[src/rtl/comp_stream_sequencer.sv]
`default_nettype none
// ============================================================================
// Module   : comp_stream_sequencer
// Function : Job controller that streams a counted run of 64-bit words into
//            the compressor, then waits for its output to drain.
// Revision : 1.0  initial release
// ============================================================================
module comp_stream_sequencer #(
   parameter int CNT_BITS      = 20,
   parameter int DRAIN_IDLE    = 64,
   parameter int DRAIN_TIMEOUT = 20480,
   parameter int TO_BITS       = 16
) (
   input  logic                clk_i,
   input  logic                rst_ni,
   input  logic                start_i,
   input  logic [CNT_BITS-1:0] word_count_i,
   input  logic                pause_i,
   input  logic                src_valid_i,
   input  logic [63:0]         src_data_i,
   output logic                src_ready_o,
   input  logic                comp_rdy_i,
   input  logic                comp_dump_i,
   input  logic [7:0]          comp_valid_bits_i,
   output logic                stall_o,
   output logic                data_in_valid_o,
   output logic [63:0]         data_in_o,
   output logic                busy_o,
   output logic                done_o,
   output logic                timeout_o,
   output logic [CNT_BITS-1:0] words_sent_o,
   output logic [31:0]         bits_out_o
);

   localparam logic [2:0]          c_ST_IDLE  = 3'd0;
   localparam logic [2:0]          c_ST_FETCH = 3'd1;
   localparam logic [2:0]          c_ST_SEND  = 3'd2;
   localparam logic [2:0]          c_ST_DRAIN = 3'd3;
   localparam logic [2:0]          c_ST_DONE  = 3'd4;
   localparam logic [TO_BITS-1:0]  c_IDLE_LAST = TO_BITS'(DRAIN_IDLE - 1);
   localparam logic [TO_BITS-1:0]  c_TO_LAST   = TO_BITS'(DRAIN_TIMEOUT - 1);
   localparam logic [TO_BITS-1:0]  c_TO_ONE    = TO_BITS'(1);
   localparam logic [CNT_BITS-1:0] c_CNT_ONE   = CNT_BITS'(1);

   logic [2:0]          state_q, state_d;
   logic                stall_q;
   logic                dvalid_q, dvalid_d;
   logic [63:0]         data_q, data_d;
   logic [CNT_BITS-1:0] remaining_q, remaining_d;
   logic [CNT_BITS-1:0] words_q, words_d;
   logic [31:0]         bits_q, bits_d;
   logic                timeout_q, timeout_d;
   logic [TO_BITS-1:0]  idle_cnt_q, idle_cnt_d;
   logic [TO_BITS-1:0]  to_cnt_q, to_cnt_d;

   logic w_xfer;
   logic w_last;
   logic w_take;
   logic w_idle;
   logic w_idle_exit;
   logic w_to_exit;

   assign w_xfer      = dvalid_q & comp_rdy_i & ~stall_q;
   assign w_last      = (remaining_q == c_CNT_ONE);
   assign w_take      = src_valid_i & src_ready_o;
   assign w_idle      = (comp_valid_bits_i == 8'd0) & ~comp_dump_i;
   // The idle-run exit has priority over the timeout when both land together.
   assign w_idle_exit = (state_q == c_ST_DRAIN) & w_idle & (idle_cnt_q == c_IDLE_LAST);
   assign w_to_exit   = (state_q == c_ST_DRAIN) & ~w_idle_exit & (to_cnt_q == c_TO_LAST);

   always_ff @(posedge clk_i or negedge rst_ni) begin
      if (!rst_ni) begin
         state_q <= c_ST_IDLE;
      end else begin
         state_q <= state_d;
      end
   end

   always_comb begin
      state_d = state_q;
      case (state_q)
         c_ST_IDLE: begin
            if (start_i) begin
               state_d = (word_count_i != '0) ? c_ST_FETCH : c_ST_DONE;
            end
         end
         c_ST_FETCH: begin
            if (w_take) begin
               state_d = c_ST_SEND;
            end
         end
         c_ST_SEND: begin
            if (w_xfer) begin
               if (w_last) begin
                  state_d = c_ST_DRAIN;
               end else if (!w_take) begin
                  state_d = c_ST_FETCH;
               end
            end
         end
         c_ST_DRAIN: begin
            if (w_idle_exit || w_to_exit) begin
               state_d = c_ST_DONE;
            end
         end
         c_ST_DONE: state_d = c_ST_IDLE;
         default:   state_d = c_ST_IDLE;
      endcase
   end

   always_comb begin
      busy_o      = 1'b0;
      done_o      = 1'b0;
      src_ready_o = 1'b0;
      case (state_q)
         c_ST_FETCH: begin
            busy_o      = 1'b1;
            src_ready_o = 1'b1;
         end
         c_ST_SEND: begin
            busy_o      = 1'b1;
            src_ready_o = w_xfer & ~w_last;
         end
         c_ST_DRAIN: busy_o = 1'b1;
         c_ST_DONE:  done_o = 1'b1;
         default: ;
      endcase
   end

   always_comb begin
      data_d      = data_q;
      dvalid_d    = dvalid_q;
      remaining_d = remaining_q;
      words_d     = words_q;
      bits_d      = bits_q;
      timeout_d   = timeout_q;
      idle_cnt_d  = '0;
      to_cnt_d    = '0;
      if ((state_q != c_ST_IDLE) && (state_q != c_ST_DONE)) begin
         bits_d = bits_q + {24'd0, comp_valid_bits_i};
      end
      case (state_q)
         c_ST_IDLE: begin
            if (start_i) begin
               remaining_d = word_count_i;
               words_d     = '0;
               bits_d      = '0;
               timeout_d   = 1'b0;
            end
         end
         c_ST_FETCH: begin
            if (w_take) begin
               data_d   = src_data_i;
               dvalid_d = 1'b1;
            end
         end
         c_ST_SEND: begin
            if (w_xfer) begin
               words_d     = words_q + c_CNT_ONE;
               remaining_d = remaining_q - c_CNT_ONE;
               if (w_last) begin
                  dvalid_d = 1'b0;
               end else if (w_take) begin
                  data_d = src_data_i;
               end else begin
                  dvalid_d = 1'b0;
               end
            end
         end
         c_ST_DRAIN: begin
            idle_cnt_d = w_idle ? (idle_cnt_q + c_TO_ONE) : '0;
            to_cnt_d   = to_cnt_q + c_TO_ONE;
            if (w_to_exit) begin
               timeout_d = 1'b1;
            end
         end
         default: ;
      endcase
   end

   always_ff @(posedge clk_i or negedge rst_ni) begin
      if (!rst_ni) begin
         stall_q     <= 1'b0;
         dvalid_q    <= 1'b0;
         data_q      <= '0;
         remaining_q <= '0;
         words_q     <= '0;
         bits_q      <= '0;
         timeout_q   <= 1'b0;
         idle_cnt_q  <= '0;
         to_cnt_q    <= '0;
      end else begin
         stall_q     <= pause_i;
         dvalid_q    <= dvalid_d;
         data_q      <= data_d;
         remaining_q <= remaining_d;
         words_q     <= words_d;
         bits_q      <= bits_d;
         timeout_q   <= timeout_d;
         idle_cnt_q  <= idle_cnt_d;
         to_cnt_q    <= to_cnt_d;
      end
   end

   assign stall_o         = stall_q;
   assign data_in_valid_o = dvalid_q;
   assign data_in_o       = data_q;
   assign timeout_o       = timeout_q;
   assign words_sent_o    = words_q;
   assign bits_out_o      = bits_q;

endmodule
`default_nettype wire

[config.mk]
export PLATFORM = sky130hd
export DESIGN_NAME = comp_stream_sequencer
export DESIGN_NICKNAME = d
export VERILOG_FILES = /design/src/rtl/comp_stream_sequencer.sv
export SDC_FILE = /design/constraint.sdc
export NUM_CORES = 1
export LEC_CHECK = 0
export ABC_CLOCK_PERIOD_IN_PS = 4250
export CAP_MARGIN = 20
export CORE_AREA = 2 2 142 144
export CTS_BUF_LIST = sky130_fd_sc_hd__clkbuf_8
export DETAILED_ROUTE_END_ITERATION = 7
export DIE_AREA = 0 0 144 146
export HOLD_SLACK_MARGIN = 0.12
export PLACE_DENSITY_LB_ADDON = 0.3
export SLEW_MARGIN = 0
export SYNTH_ARGS = -nofsm -noshare
export SYNTH_HDL_FRONTEND = slang
export SYNTH_SLANG_ARGS = --single-unit
[constraint.sdc]
create_clock -name clk_i -period 4.25 [get_ports clk_i]
set_input_delay 0.6375 -clock clk_i [delete_from_list [all_inputs] [get_ports clk_i]]
set_output_delay 0.6375 -clock clk_i [all_outputs]
set_load 0.01 [all_outputs]
# == After elaboration in Yosys (flattened, before gate mapping) ==
# Cells that the tools add are included.
# totals
output_inout_bits,122
regBits,174
in_bits,99
word_cells,93
# op_classes
bitwise,13
addsub,5
reduce_logical,15
muxes,35
n_eq_ne,15
# op_table
operator,n
$mux 64,3
$pmux 64 s2,1
$mux 32,3
$mux 20,4
$pmux 20 s2,2
$mux 16,3
$add 16x1->16 const B,2
$add 32x8->32,1
$mux 3,7
$add 20x1->20 const B,1
$eq 20x1->1 const B,1
$reduce_bool 20->1,1
$sub 20x1->20 const B,1
$eq 16x15->1 const B,1
$eq 16x6->1 const B,1
$pmux 3 s4,1
$ne 2x2->1 const B,5
$and 1x1->1,9
$reduce_and 3->1,3
$logic_not 8->1,1
$mux 1,8
$eq 3x2->1 const B,2
$ne 3x3->1 const B,2
$pmux 1 s2,3
12 further kinds,17

# == Longest topological paths before layout ==
# logic_depth
word_depth,10
ltp_mapped,10
ltp_nobuf,8

# == Worst setup path after synthesis ==
# Ideal clock, no wire load.
# synth_timing
kind,input-to-reg
start,in comp_valid_bits_i[6]
end,reg bits_q[26] (netlist: bits_out_o[26])
setup_ns,0.078
slack_ns,1.734
required_time_ns,4.172
n_path_buf,2
arrival_ns,2.438
cell_stages,8
path_cell_list,ha_1 > clkbuf_2 > nand2_1 > or3_1 > a211o_1 > buf_2 > or3_1 > a21oi_1
# synth_via
elab_chain_len,4
# synth_lines
item,line,text
start: declaration,24,"input logic [7:0] comp_valid_bits_i,"
$add 32x8->32 (*),140,"bits_d = bits_q + {24'd0, comp_valid_bits_i};"
$mux 32 (*),139,if ((state_q != c_ST_IDLE) && (state_q != c_ST_DONE)) begin
$mux 32,144,if (start_i) begin
$mux 32 (*),142,case (state_q)
named net bits_d[26],51,"logic [31:0] bits_q, bits_d;"
end signal: assignment,198,bits_q <= bits_d;
end: declaration,51,
# The timed path passes the listed nets; every way through them passes the cells marked *.
# A chain may end at the register's enable or synchronous reset.

# == Worst setup path after layout ==
# layout_timing
start,reg remaining_q[16]
end,out src_ready_o
# layout_via
elab_chain_len,4
# layout_lines
item,line,text
start: declaration,49,"logic [CNT_BITS-1:0] remaining_q, remaining_d;"
start signal: assignment,196,remaining_q <= remaining_d;
$eq 20x1->1,64,assign w_last = (remaining_q == c_CNT_ONE);
$not 1->1,122,src_ready_o = w_xfer & ~w_last;
$and 1x1->1,122,
$pmux 1 s2,115,case (state_q)
end: declaration,21,"output logic src_ready_o,"
# Every way passes these cells.

==> results.json <==
{
  "critPathLaunchType": "flop",
  "p_comb_share_pct": 43.6,
  "num_rows": 51,
  "layout-drive-gt1-share_pct": 11.0,
  "netlist_instances": 814,
  "timing.setup.tns_ns": 0,
  "swShare_pct": 34.5,
  "place.port_buffers": 220,
  "clock_sinks": 174,
  "design.final.nets": 1139,
  "flow.area_growth_from_synthesis_pct": 32.7,
  "synthesis.area_per_instance_um2": 10.6,
  "cp-end-kind": "output pin",
  "global_route.usage.total_pct": 20.3,
  "timing.rr.start": "state_q[2]",
  "hold_viol_final": 0,
  "critical-path-max-stage-delay_ns": 0.53,
  "cts_buffer_depth": 2,
  "core_area_mm2": 0.0193,
  "synth_seq_area_share_pct": 50.5,
  "grt_pass1_vias": 6787,
  "grt_pass1_wl_um": 34200,
  "worstPathRequired_ns": 3.61,
  "tritoncts": "built",
  "first_pass_iters": 5,
  "ff2ff_setup_slack_ns": 1.35,
  "clkSlewWorstSetupHoldPaths_ns": 0.09,
  "routed_wire_length_per_instance_um": 16.1,
  "asyncSetResetFlopFracSynth_pct": 100,
  "n_antenna_cell": 0,
  "rr_worst_depth": 6,
  "ctsHoldBuffers": 0,
  "run_status": "finished, final reports clean",
  "grt_antenna_before_repair": 0,
  "post_synth_num_cell_types": 59,
  "yosysWarningCount": 0,
  "initial_core_util_pct": 44.6,
  "worst_path_max_fanout": 5,
  "layoutNonFillerInstCount": 1304,
  "setup_violations": 0,
  "post-route-cell-area_mm2": 0.0114,
  "pre_cts_ws_ns": 0.954,
  "ir_drop_v": 0.000247,
  "post_dp_cell_area_mm2": 0.0111,
  "slew-limit-headroom_pct": 39.2,
  "placed_cells_incl_taps": 1272,
  "synthTopCellsByCount": "dfrtp_1 (174), nor2_1 (96), nand2_1 (67), mux2_4 (60), a21oi_1 (45)",
  "timing.critical_path.to": "src_ready_o",
  "worst_setup_path_start": "remaining_q[16]",
  "finalCriticalPeriod_ns": 3.26,
  "postCtsSetupBuffers": 0,
  "drt-total-wl_um": 20900,
  "yosysTopAreaCell": "dfrtp_1",
  "dp_hpwl_um": 14800,
  "timing_worst_setup_path_type": "reg -> out",
  "yosys.cell_count.top_type": "dfrtp_1",
  "vias_per_cell": 5.26,
  "clock_skew_ns": 0.0161,
  "power.net_switching_mw": 2.22,
  "die_area_mm2": 0.0210,
  "internal-power_mw": 4.21,
  "finalWorstSetupSlack_ns": 0.991,
  "number_of_buffers_created_by_cts": 17,
  "pwr_density_cell_mw_per_mm2": 562,
  "cts.htree.levels": 4,
  "max_cap_viol_count": 0,
  "drcViolationCount": 0,
  "route.antenna.remaining_nets": 0,
  "cts_root_buffer": "clkbuf_8",
  "grt_max_degree": 94,
  "crit_arrival_ns": 2.62,
  "grt_setup_unrepaired": "no",
  "yosys_register_bits": 174,
  "number_of_enable_flip_flop_cells_after_synthesis": 0,
  "synth_fp_nets": 927,
  "initialDrtViolationCount": 347,
  "die_h_um": 146,
  "post_synth_main_area_contributors": "dfrtp_1 (51%), mux2_4 (10%), nor2_1 (4.2%)",
  "die-width_um": 144,
  "io_pins": 221,
  "power.leakage_nw": 4.74,
  "achievable-frequency_ghz": 0.307,
  "final_util_pct": 59.1,
  "timing.critical_path.slowest_stage_cell": "nor4_1",
  "global_route.overflow_total": 0,
  "post-route-period-util_pct": 76.7,
  "dr_total_vias": 6856,
  "worst_min_delay_path_class": "in -> async",
  "final-max-slew-violation-count": 0,
  "clockPowerShare_pct": 17.5,
  "critical_path.reg2reg.endpoint": "words_sent_o[13]",
  "critical_path.cell_chain": "nor4_1 > and3_1 > nand3b_1 > a21oi_2 > nor2_1 > clkdlybuf4s50_1",
  "mappedNetlistArea_mm2": 0.00862,
  "fin_worst_hold_slack_ns": 0.256,
  "transition_time_at_the_pin_with_the_least_slew_margin_ns": 0.912,
  "netlist.area_leader.share_pct": 50.5,
  "gp_congestion": 0.836,
  "p_seq_share_pct": 39.0,
  "postCtsResizedCells": 0,
  "synthFlopType": "dfrtp_1",
  "insertion_delay_ns": 0.46,
  "power_mw": 6.43
}
## power by group through the flow
stage,Sequential (mW),Clock [mW],Combinational (mW)
after floorplan,2.62,0,1.50
after global placement,2.51,0,2.78
after detailed placement,2.53,0,2.81
after CTS,2.50,1.16,2.82
after global routing,2.57,1.23,3.03
final,2.51,1.12,2.80
## critical path: cells and delay by family (launching register included)
kind | cells | cell delay (ns)
simple gates | 4 | 1.02
buf+inv | 1 | 0.50
flops | 1 | 0.43
compound gates | 1 | 0.21
## worst min path at each step
stage                     depth (start not counted)       endpoint  slack, ns
after floorplan                                   0  bits_out_o[0]       0.34
after global placement                            1    to_cnt_q[0]       0.45
after detailed placement                          1    to_cnt_q[0]       0.45
after CTS                                         1  data_in_o[60]       0.28
after global routing                              1  data_in_o[24]       0.31
final                                             1  data_in_o[24]       0.26
## state kept, by name (all words and copies together), names as in the netlist
register	flops
remaining_q	20
words_sent_o	20
bits_out_o	32
timeout_o	1
data_in_o	64
to_cnt_q	16
idle_cnt_q	16
state_q	3
data_in_valid_o	1
stall_o	1
## per-layer routing
layer  global-route usage, %  wire, um  share of wire, %
met5                       0         0                 0
met4                    5.44       279               1.3
met3                    4.74      1270               6.1
met2                    33.8     10300                49
met1                    26.6      9140                44
## final cells by class
| cell class | count | area (um^2) |
|---|---|---|
| fillers | 1625 | 7900 |
| flip-flops and latches | 174 | 4350 |
| multi-input cells | 592 | 4040 |
| repair buffers | 226 | 2270 |
| well taps | 265 | 332 |
| clock buffers | 18 | 248 |
| clock inverters | 14 | 135 |
| inverters | 15 | 56.3 |
## cell families after synthesis
group,after synthesis,synth area share (%)
simple gates,320,18.1
flops,174,50.5
fa+ha+maj,14,2.12
buf+inv,48,2.83
mux,69,11.6
compound gates,139,9.80
xor+xnor,50,5.08
## cell usage in the layout (no fill, tap or decap), types with 3 or more instances in the layout
cell               n
a211oi_1           5
a21o_1             5
a21oi_1           45
a22oi_1            3
a31oi_1            7
and2_1             7
and3_1            17
buf_4              4
clkbuf_8          18
clkdlybuf4s50_1  219
clkinv_4           4
clkinvlp_4         3
dfrtp_1          174
ha_1              13
inv_1             16
inv_6              5
mux2_2             4
mux2_4            60
mux2i_1            5
nand2_1           67
nand3_1           36
nand4_1           17
nor2_1            96
nor2b_1            3
nor3_1            25
nor4_1             8
o211ai_1           4
o21a_1             4
o21ai_0           40
o22a_1             5
o2bb2ai_1          3
o31ai_1            3
or2_2              4
or3_1             19
or4_1              7
xnor2_1           21
xor2_1            29
No activity file was read; power rests on OpenSTA's default activity.
